`src/rtl/adder_sequencer_pkg.sv`:
```
// Shared constants and the FSM state type for the multi-precision adder sequencer.
package adder_sequencer_pkg;

  localparam int LIMB_W = 32;

  localparam logic [1:0] S_IDLE  = 2'd0;
  localparam logic [1:0] S_RUN   = 2'd1;
  localparam logic [1:0] S_DRAIN = 2'd2;

  typedef enum logic [1:0] {
    IDLE  = S_IDLE,
    RUN   = S_RUN,
    DRAIN = S_DRAIN
  } state_t;

endpackage

```
`src/rtl/adder_sequencer_rca.sv`:
```
// 32-bit ripple carry adder shared by every limb of the sequenced operation.
module adder_sequencer_rca
  import adder_sequencer_pkg::*;
(
  input  logic [LIMB_W-1:0] i_a,
  input  logic [LIMB_W-1:0] i_b,
  input  logic              i_c,
  output logic [LIMB_W-1:0] o_sum,
  output logic              o_c,
  output logic              o_of
);

  logic [LIMB_W:0] w_carry;

  assign w_carry[0] = i_c;

  generate
    for (genvar gi = 0; gi < LIMB_W; gi++) begin : g_fa
      assign o_sum[gi]      = i_a[gi] ^ i_b[gi] ^ w_carry[gi];
      assign w_carry[gi+1]  = (i_a[gi] & i_b[gi]) | (w_carry[gi] & (i_a[gi] ^ i_b[gi]));
    end
  endgenerate

  assign o_c  = w_carry[LIMB_W];
  // Signed overflow: carry into the sign bit differs from carry out of it.
  assign o_of = w_carry[LIMB_W] ^ w_carry[LIMB_W-1];

endmodule

```
`src/rtl/adder_sequencer.sv`:
```
// Multi-precision add/subtract: streams WORDS limbs LSW first through one shared
// ripple carry adder, carrying between limbs, with valid/ready on both sides.
module adder_sequencer
  import adder_sequencer_pkg::*;
#(
  parameter int WORDS = 4,
  parameter int CNT_W = 4
) (
  input  logic              clk,
  input  logic              rst,
  input  logic              cmd_valid,
  output logic              cmd_ready,
  input  logic              cmd_sub,
  input  logic              cmd_cin,
  input  logic              op_valid,
  output logic              op_ready,
  input  logic [LIMB_W-1:0] op_a,
  input  logic [LIMB_W-1:0] op_b,
  output logic              res_valid,
  input  logic              res_ready,
  output logic [LIMB_W-1:0] res_sum,
  output logic              res_last,
  output logic              res_cout,
  output logic              res_of,
  output logic              busy
);

  state_t             r_state;
  state_t             w_state_next;
  logic [CNT_W-1:0]   r_cnt;
  logic               r_carry;
  logic               r_sub;

  logic [LIMB_W-1:0]  w_sum;
  logic               w_cout;
  logic               w_of;
  logic               w_op_fire;
  logic               w_is_last;

  assign w_op_fire = op_valid && op_ready;
  assign w_is_last = (r_cnt == CNT_W'(WORDS - 1));

  adder_sequencer_rca u_rca (
    .i_a   (op_a),
    .i_b   (r_sub ? ~op_b : op_b),
    .i_c   (r_carry),
    .o_sum (w_sum),
    .o_c   (w_cout),
    .o_of  (w_of)
  );

  always_comb begin
    w_state_next = r_state;
    cmd_ready    = 1'b0;
    op_ready     = 1'b0;
    busy         = 1'b0;
    case (r_state)
      IDLE: begin
        cmd_ready = 1'b1;
        if (cmd_valid) w_state_next = RUN;
      end
      RUN: begin
        busy     = 1'b1;
        // Single output slot: a new limb may enter as the previous one drains.
        op_ready = !res_valid || res_ready;
        if (w_op_fire && w_is_last) w_state_next = DRAIN;
      end
      DRAIN: begin
        busy = 1'b1;
        if (res_valid && res_ready) w_state_next = IDLE;
      end
      default: w_state_next = IDLE;
    endcase
  end

  always_ff @(posedge clk or posedge rst) begin
    if (rst) begin
      r_state   <= IDLE;
      r_cnt     <= '0;
      r_carry   <= 1'b0;
      r_sub     <= 1'b0;
      res_valid <= 1'b0;
      res_sum   <= '0;
      res_last  <= 1'b0;
      res_cout  <= 1'b0;
      res_of    <= 1'b0;
    end else begin
      r_state <= w_state_next;
      case (r_state)
        IDLE: begin
          if (cmd_valid) begin
            r_sub   <= cmd_sub;
            r_carry <= cmd_sub ? 1'b1 : cmd_cin;
            r_cnt   <= '0;
          end
        end
        RUN: begin
          if (w_op_fire) begin
            res_sum   <= w_sum;
            res_valid <= 1'b1;
            res_last  <= w_is_last;
            res_cout  <= w_is_last & w_cout;
            res_of    <= w_is_last & w_of;
            r_carry   <= w_cout;
            if (!w_is_last) r_cnt <= r_cnt + CNT_W'(1);
          end else if (res_ready) begin
            res_valid <= 1'b0;
          end
        end
        DRAIN: begin
          if (res_valid && res_ready) begin
            res_valid <= 1'b0;
            res_last  <= 1'b0;
          end
        end
        default: ;
      endcase
    end
  end

endmodule

```
`config.mk`:
```
export PLATFORM = sky130hd
export DESIGN_NAME = adder_sequencer
export DESIGN_NICKNAME = d
export VERILOG_FILES = /design/src/rtl/adder_sequencer_pkg.sv /design/src/rtl/adder_sequencer_rca.sv /design/src/rtl/adder_sequencer.sv
export SDC_FILE = /design/constraint.sdc
export NUM_CORES = 1
export LEC_CHECK = 0
export CAP_MARGIN = 20
export CORE_MARGIN = 5
export CORE_UTILIZATION = 40
export DETAILED_ROUTE_END_ITERATION = 6
export PLACE_DENSITY = 0.77
export SLEW_MARGIN = 20
export SYNTH_ARGS = -nofsm -noshare
export SYNTH_HDL_FRONTEND = slang
export SYNTH_SLANG_ARGS = --single-unit
```
`constraint.sdc`:
```
create_clock -name clk -period 12.55 [get_ports clk]
set_clock_uncertainty 0.1 [all_clocks]
set_input_delay 3.765 -clock clk [delete_from_list [all_inputs] [get_ports clk]]
set_output_delay 3.765 -clock clk [all_outputs]
set_load 0.01 [all_outputs]
```
==> impl_metrics.yaml, run 1 <==
finish:
  fill_cells: 632
  area_growth_pct: 48.6
  final_common_cell: "clkdlybuf4s50_1"
  register_area_mm2: 0.00110
  mostFrequentLayoutCells: "clkdlybuf4s50_1, dfrtp_1, nand2_1"
  fin_nets: 491
  drive_gt1_share_pct: 16.4
  diodes: 0
  multi_input_area_mm2: 0.00172
placed_design:
  portBuffers: 109
  hpwl_um: 5220
  pre_cts_ws_ps: -3380
  gp_congestion: 0.809
worst_setup_path:
  worstReg2RegEnd: "res_sum[31]$_DFFE_PP0P_"
  crit_fanout: 2
  slowest_stage: "fa_2"
  cp.required_ps: 12630
  crit_path_max_incr_delay_ps: 430
  path_common_cell: "fa_2"
  critPathLaunchType: "primary input"
  cp.arrival_ps: 15300
  r2r_cells: 37
  setup.worst_path.class: "primary input to flip-flop"
  r2r-start: "r_sub$_DFFE_PP0P_"
  reg2reg_setup_slack_ps: 390
  end_kind: "flip-flop"
synth:
  syn-num-nets: 382
  synthCells: 275
  yosys_register_bits: 44
  synth.distinct_cells: 35
  yosys_warnings: 0
  synth.cell_area_mm2: 0.00290
  synth_area_per_cell_um2: 10.5
  ys_seq_area_share_pct: 38.0
grt:
  grt_usage_pct: 15.3
  grt_max_degree: 66
  grt_pass1_wl_um: 10800
  antenna_found_initial: 0
  grt_pass1_vias: 2307
  grt_overflow: 0
clocking:
  cts_buffers: 5
  cts_sinks: 44
  cts_buffer_depth: 2
  tritoncts: "done"
  htreeDepth: 2
  ctsHoldBuffers: 0
  clk_latency_ps: 290
  cts_root_buf: "clkbuf_8"
  clkTransAtPathRegs_ps: 80
sta:
  fin_tns_setup_ps: -18740
  finalMaxSlewViolations: 0
  tightestPinTransition_ps: 917
  layout_setup_ws_ps: -2670
  grt_setup_unrepaired: "yes"
  period_share_pct: 121
  fmax_ghz: 0.0657
  finalHoldViolCount: 0
  relSlewSlack_pct: 38.8
  min_period_ps: 15220
  setup-violations-final: 11
hold_path:
  hp-class: "flip-flop to flip-flop"
  hold_end: "res_sum[3]$_DFFE_PP0P_"
  hold_start: "res_sum[3]$_DFFE_PP0P_"
  hold-path-cell-count: 2
floorplan:
  core_mm2: 0.00714
  dieHeight_um: 95.1
  ios: 110
  num_rows: 31
  die-area_mm2: 0.00905
  die_x_um: 95.1
  initial_core_util_pct: 40.6
power_and_ir_drop:
  leakage_nw: 1.83
  p_per_area_mw_per_mm2: 211
  peakVddDrop_mv: 0.0750
  p_total_mw: 0.910
drt:
  routedWlPerCell_um: 13.4
  wl_um: 6490
  drt-initial-drc-count: 35
  vias: 2209
  first_pass_iters: 4
  drc_errors: 0
  via_per_inst: 4.56
  ant_nets: 0
outcome:
  failed_checks: "negative setup slack"
  status: "complete, but fails checks"
flow_run:
  maxCapViolCount: 0
## metal layers
layer | routed length, um | GRT usage, % | vias to the layer above
li1 | - | - | 1085
met1 | 2570 | 18.7 | 1049
met2 | 3380 | 26.4 | 67
met3 | 447 | 3.87 | 8
met4 | 87 | 5.29 | 0
met5 | 0 | 0 | -
## power by group
group	leakage, nW	switching (mW)	internal (mW)	total (mW)
clock	0.0455	0.0463	0.0450	0.0913
sequential	0.552	0.0373	0.203	0.240
combinational	1.23	0.274	0.304	0.578
total	1.83	0.357	0.552	0.910
## stage by stage
stage,util (%),cell area [um^2],cells,hold slack [ps]
detailed placement,58.4,4170,474,374
finish,60.4,4310,484,384
floorplan,-,2980,275,385
CTS,60.2,4300,483,393
global placement,58.4,4170,474,365
global route,60.4,4310,484,421
## registers in the layout, summed over array words and instances, names as in the netlist
name and flops:
r_carry 1, res_of 1, r_cnt 4, r_state 2
res_last 1, r_sub 1, res_sum 32, res_valid 1
res_cout 1
## layout make-up
cell class / count / share of cell area [%]
flip-flops and latches: 44 / 25.6
multi-input cells: 180 / 39.8
repair buffers: 114 / 26.2
inverters: 39 / 3.40
well taps: 99 / 2.87
clock buffers: 8 / 2.09
## logic make-up (layout without fill, tap and decap cells)
kind of cell	after synthesis	in the layout	share of synthesized area, %
compound gates	47	47	9.71
xor+xnor	33	33	9.97
fa+ha+maj	36	36	23.8
buf+inv	51	161	7.08
flops	44	44	38.0
mux	6	6	2.42
simple gates	58	58	9.02
## worst max-delay path, delay by kind of cell
| kind | cells | cell delay, ps |
|---|---|---|
| buffers and inverters | 4 | 270 |
| xor gates and xnor gates | 1 | 110 |
| muxes | 1 | 270 |
| adders and majority gates | 32 | 10880 |
## synth_stat cells, drive strengths merged
library cell / n / share of area (%)
o31a: 1 / 0.30
and2: 2 / 0.43
nor2: 3 / 0.39
nand3: 7 / 1.4
or3b: 1 / 0.39
o22a: 1 / 0.30
o21ai: 34 / 5.9
nor2b: 1 / 0.22
nand2: 36 / 4.7
xor2: 4 / 1.2
ha: 4 / 1.7
a21oi: 1 / 0.17
o31ai: 1 / 0.26
or4: 1 / 0.26
dfrtp: 44 / 38
fa: 32 / 22
a21bo: 1 / 0.35
mux2: 5 / 1.9
o211ai: 1 / 0.26
nor3: 5 / 0.86
buf: 9 / 1.6
nand2b: 2 / 0.43
a22o: 3 / 0.91
a32o: 1 / 0.35
o2111ai: 1 / 0.30
a2bb2oi: 1 / 0.30
clkbuf: 3 / 0.39
mux2i: 1 / 0.47
xnor2: 29 / 8.8
inv: 39 / 5.0
a311o: 1 / 0.35
## worst max path at each step
stage	from	endpoint	slack, ps	cells after the start
finish	op_b[0]	res_sum[31]$_DFFE_PP0P_	-2670	38
global route	op_b[0]	res_sum[31]$_DFFE_PP0P_	-2880	38
CTS	op_b[0]	res_sum[31]$_DFFE_PP0P_	-2690	38
detailed placement	op_b[0]	res_sum[31]$_DFFE_PP0P_	-3380	38
global placement	op_b[0]	res_sum[31]$_DFFE_PP0P_	-3180	38
floorplan	op_b[0]	res_sum[31]$_DFFE_PP0P_	-2600	37
## timing repair
action,in CTS,in global routing
buffers inserted,1,1
resized for setup,19,2
endpoints found under the setup margin,12,12
pin swaps,9,1
endpoints found under the hold margin,0,0
Power figures use the tool's default switching activity.
==> run 2: changes to the inputs <==
- CORE_ASPECT_RATIO: not set -> 1.75
- SLEW_MARGIN: 20 -> 40
==> run 2 against run 1 <==
  * The run still ends with negative setup slack left
  * Critical path depth stayed put
  * Worst hold slack worse by 1.4 ps
  * Maximum frequency shrank 1.4%
  * Utilization increased by 0.70 points
  * Via count grew 0.86%
  * Combinational power up 0.7%
==> impl_metrics.yaml, run 2 (synthesis results as in run 1) <==
drt:
  drc_errors: 0
  routedWlPerCell_um: 15.3
  drt-initial-drc-count: 62
  ant_nets: 0
  first_pass_iters: 4
  via_per_inst: 4.75
  vias: 2228
  wl_um: 7190
power_and_ir_drop:
  peakVddDrop_mv: 0.132
  leakage_nw: 1.86
  p_total_mw: 0.959
  p_per_area_mw_per_mm2: 220
worst_setup_path:
  r2r_cells: 37
  end_kind: "flip-flop"
  setup.worst_path.class: "primary input to flip-flop"
  endpoint: "res_sum[31]$_DFFE_PP0P_"
  path_common_cell: "fa_2"
  critPathLaunchType: "primary input"
  r2r-start: "r_sub$_DFFE_PP0P_"
  crit_path_start: "op_b[0]"
  crit_fanout: 2
  worstReg2RegEnd: "res_sum[31]$_DFFE_PP0P_"
  slowest_stage: "fa_2"
  crit_path_max_incr_delay_ps: 430
  reg2reg_setup_slack_ps: 180
  cp.arrival_ps: 15500
  cp.required_ps: 12610
grt:
  grt_pass1_vias: 2305
  grt_pass1_wl_um: 11000
  antenna_found_initial: 0
  grt_overflow: 0
  grt_max_degree: 66
  grt_usage_pct: 16.0
sta:
  fmax_ghz: 0.0648
  whs_ps: 383
  grt_setup_unrepaired: "yes"
  relSlewSlack_pct: 58.3
  layout_setup_ws_ps: -2890
  finalMaxSlewViolations: 0
  min_period_ps: 15440
  finalHoldViolCount: 0
  tightestPinTransition_ps: 625
  period_share_pct: 123
  setup-violations-final: 12
  fin_tns_setup_ps: -21320
floorplan:
  ios: 110
  core_mm2: 0.00713
  num_rows: 41
  dieHeight_um: 123
  die-area_mm2: 0.00912
  die_x_um: 74.4
  initial_core_util_pct: 40.7
hold_path:
  hp-class: "flip-flop to flip-flop"
clocking:
  cts_sinks: 44
  htreeDepth: 2
  ctsHoldBuffers: 0
  clk_latency_ps: 280
  cts_buffer_depth: 2
  cts_buffers: 5
  cts_root_buf: "clkbuf_16"
  tritoncts: "done"
  clkTransAtPathRegs_ps: 60
finish:
  diodes: 0
  largest_register_ffs: 32
  fin_nets: 490
  area_growth_pct: 50.2
  drive_gt1_share_pct: 15.7
  regMostFlops: "res_sum"
  mostFrequentLayoutCells: "clkdlybuf4s50_1, dfrtp_1, nand2_1"
  fin_area_mm2: 0.00436
  reg.largest.list: "res_sum (32), r_cnt (4), r_state (2)"
  final_common_cell: "clkdlybuf4s50_1"
placed_design:
  pre_cts_ws_ps: -3440
  gp_congestion: 0.829
  portBuffers: 109
  hpwl_um: 5810
  dpl_cell_area_mm2: 0.00415
outcome:
  failed_checks: "negative setup slack"
  status: "complete, but fails checks"
flow_run:
  maxCapViolCount: 0
==> run 2: routing by layer <==
layer / vias to the layer above / GRT usage (%) / wire length [um]
met3: 10 / 2.21 / 279
met1: 1080 / 16.8 / 2460
met5: - / 0 / 0
met4: 0 / 5.46 / 143
li1: 1083 / - / -
met2: 55 / 31.3 / 4300
==> run 2: power breakdown <==
part | switching (mW) | total (mW) | internal [mW]
combinational | 0.278 | 0.582 | 0.304
sequential | 0.0401 | 0.244 | 0.204
clock | 0.0498 | 0.133 | 0.0835
==> run 2: repair_timing <==
item,in CTS,in global routing
setup endpoints to repair,13,12
pin swaps,11,3
resized for setup,13,2
setup buffers,1,0
cloned,0,0
hold endpoints to repair,0,0
==> run 2: per-stage QoR <==
step | instances | utilization (%)
2_1_floorplan | 275 | -
3_3_place_gp | 461 | 58.2
3_5_place_dp | 461 | 58.2
4_1_cts | 469 | 60.9
5_1_grt | 469 | 61.1
6_report | 469 | 61.1
==> run 2: how the worst min path moves through the flow <==
stage                       startpoint                 endpoint  slack, ps  depth (start not counted)
2_1_floorplan   r_state[0]$_DFFE_PP0P_   r_state[0]$_DFFE_PP0P_        390                          2
3_3_place_gp   res_sum[11]$_DFFE_PP0P_  res_sum[11]$_DFFE_PP0P_        370                          2
3_5_place_dp   res_sum[13]$_DFFE_PP0P_  res_sum[13]$_DFFE_PP0P_        370                          2
4_1_cts        res_sum[13]$_DFFE_PP0P_  res_sum[13]$_DFFE_PP0P_        390                          2
5_1_grt        res_sum[14]$_DFFE_PP0P_  res_sum[14]$_DFFE_PP0P_        410                          2
6_report       res_sum[13]$_DFFE_PP0P_  res_sum[13]$_DFFE_PP0P_        380                          2
==> run 2: final cells by class <==
cell class                      count  area (um^2)
Clock buffer                        7          153
Multi-Input combinational cell    180         1720
Timing Repair Buffer              113         1130
Fill cell                         584         2780
Tap cell                           86          108
Sequential cell                    44         1100
Inverter                           39          149
==> run 2: critical path, delay by kind of cell <==
| family | cells | cell delay, ps |
|---|---|---|
| adder cells (fa/ha/maj) | 32 | 11040 |
| multiplexers | 1 | 270 |
| buffers and inverters | 4 | 270 |
| XOR/XNOR | 1 | 120 |
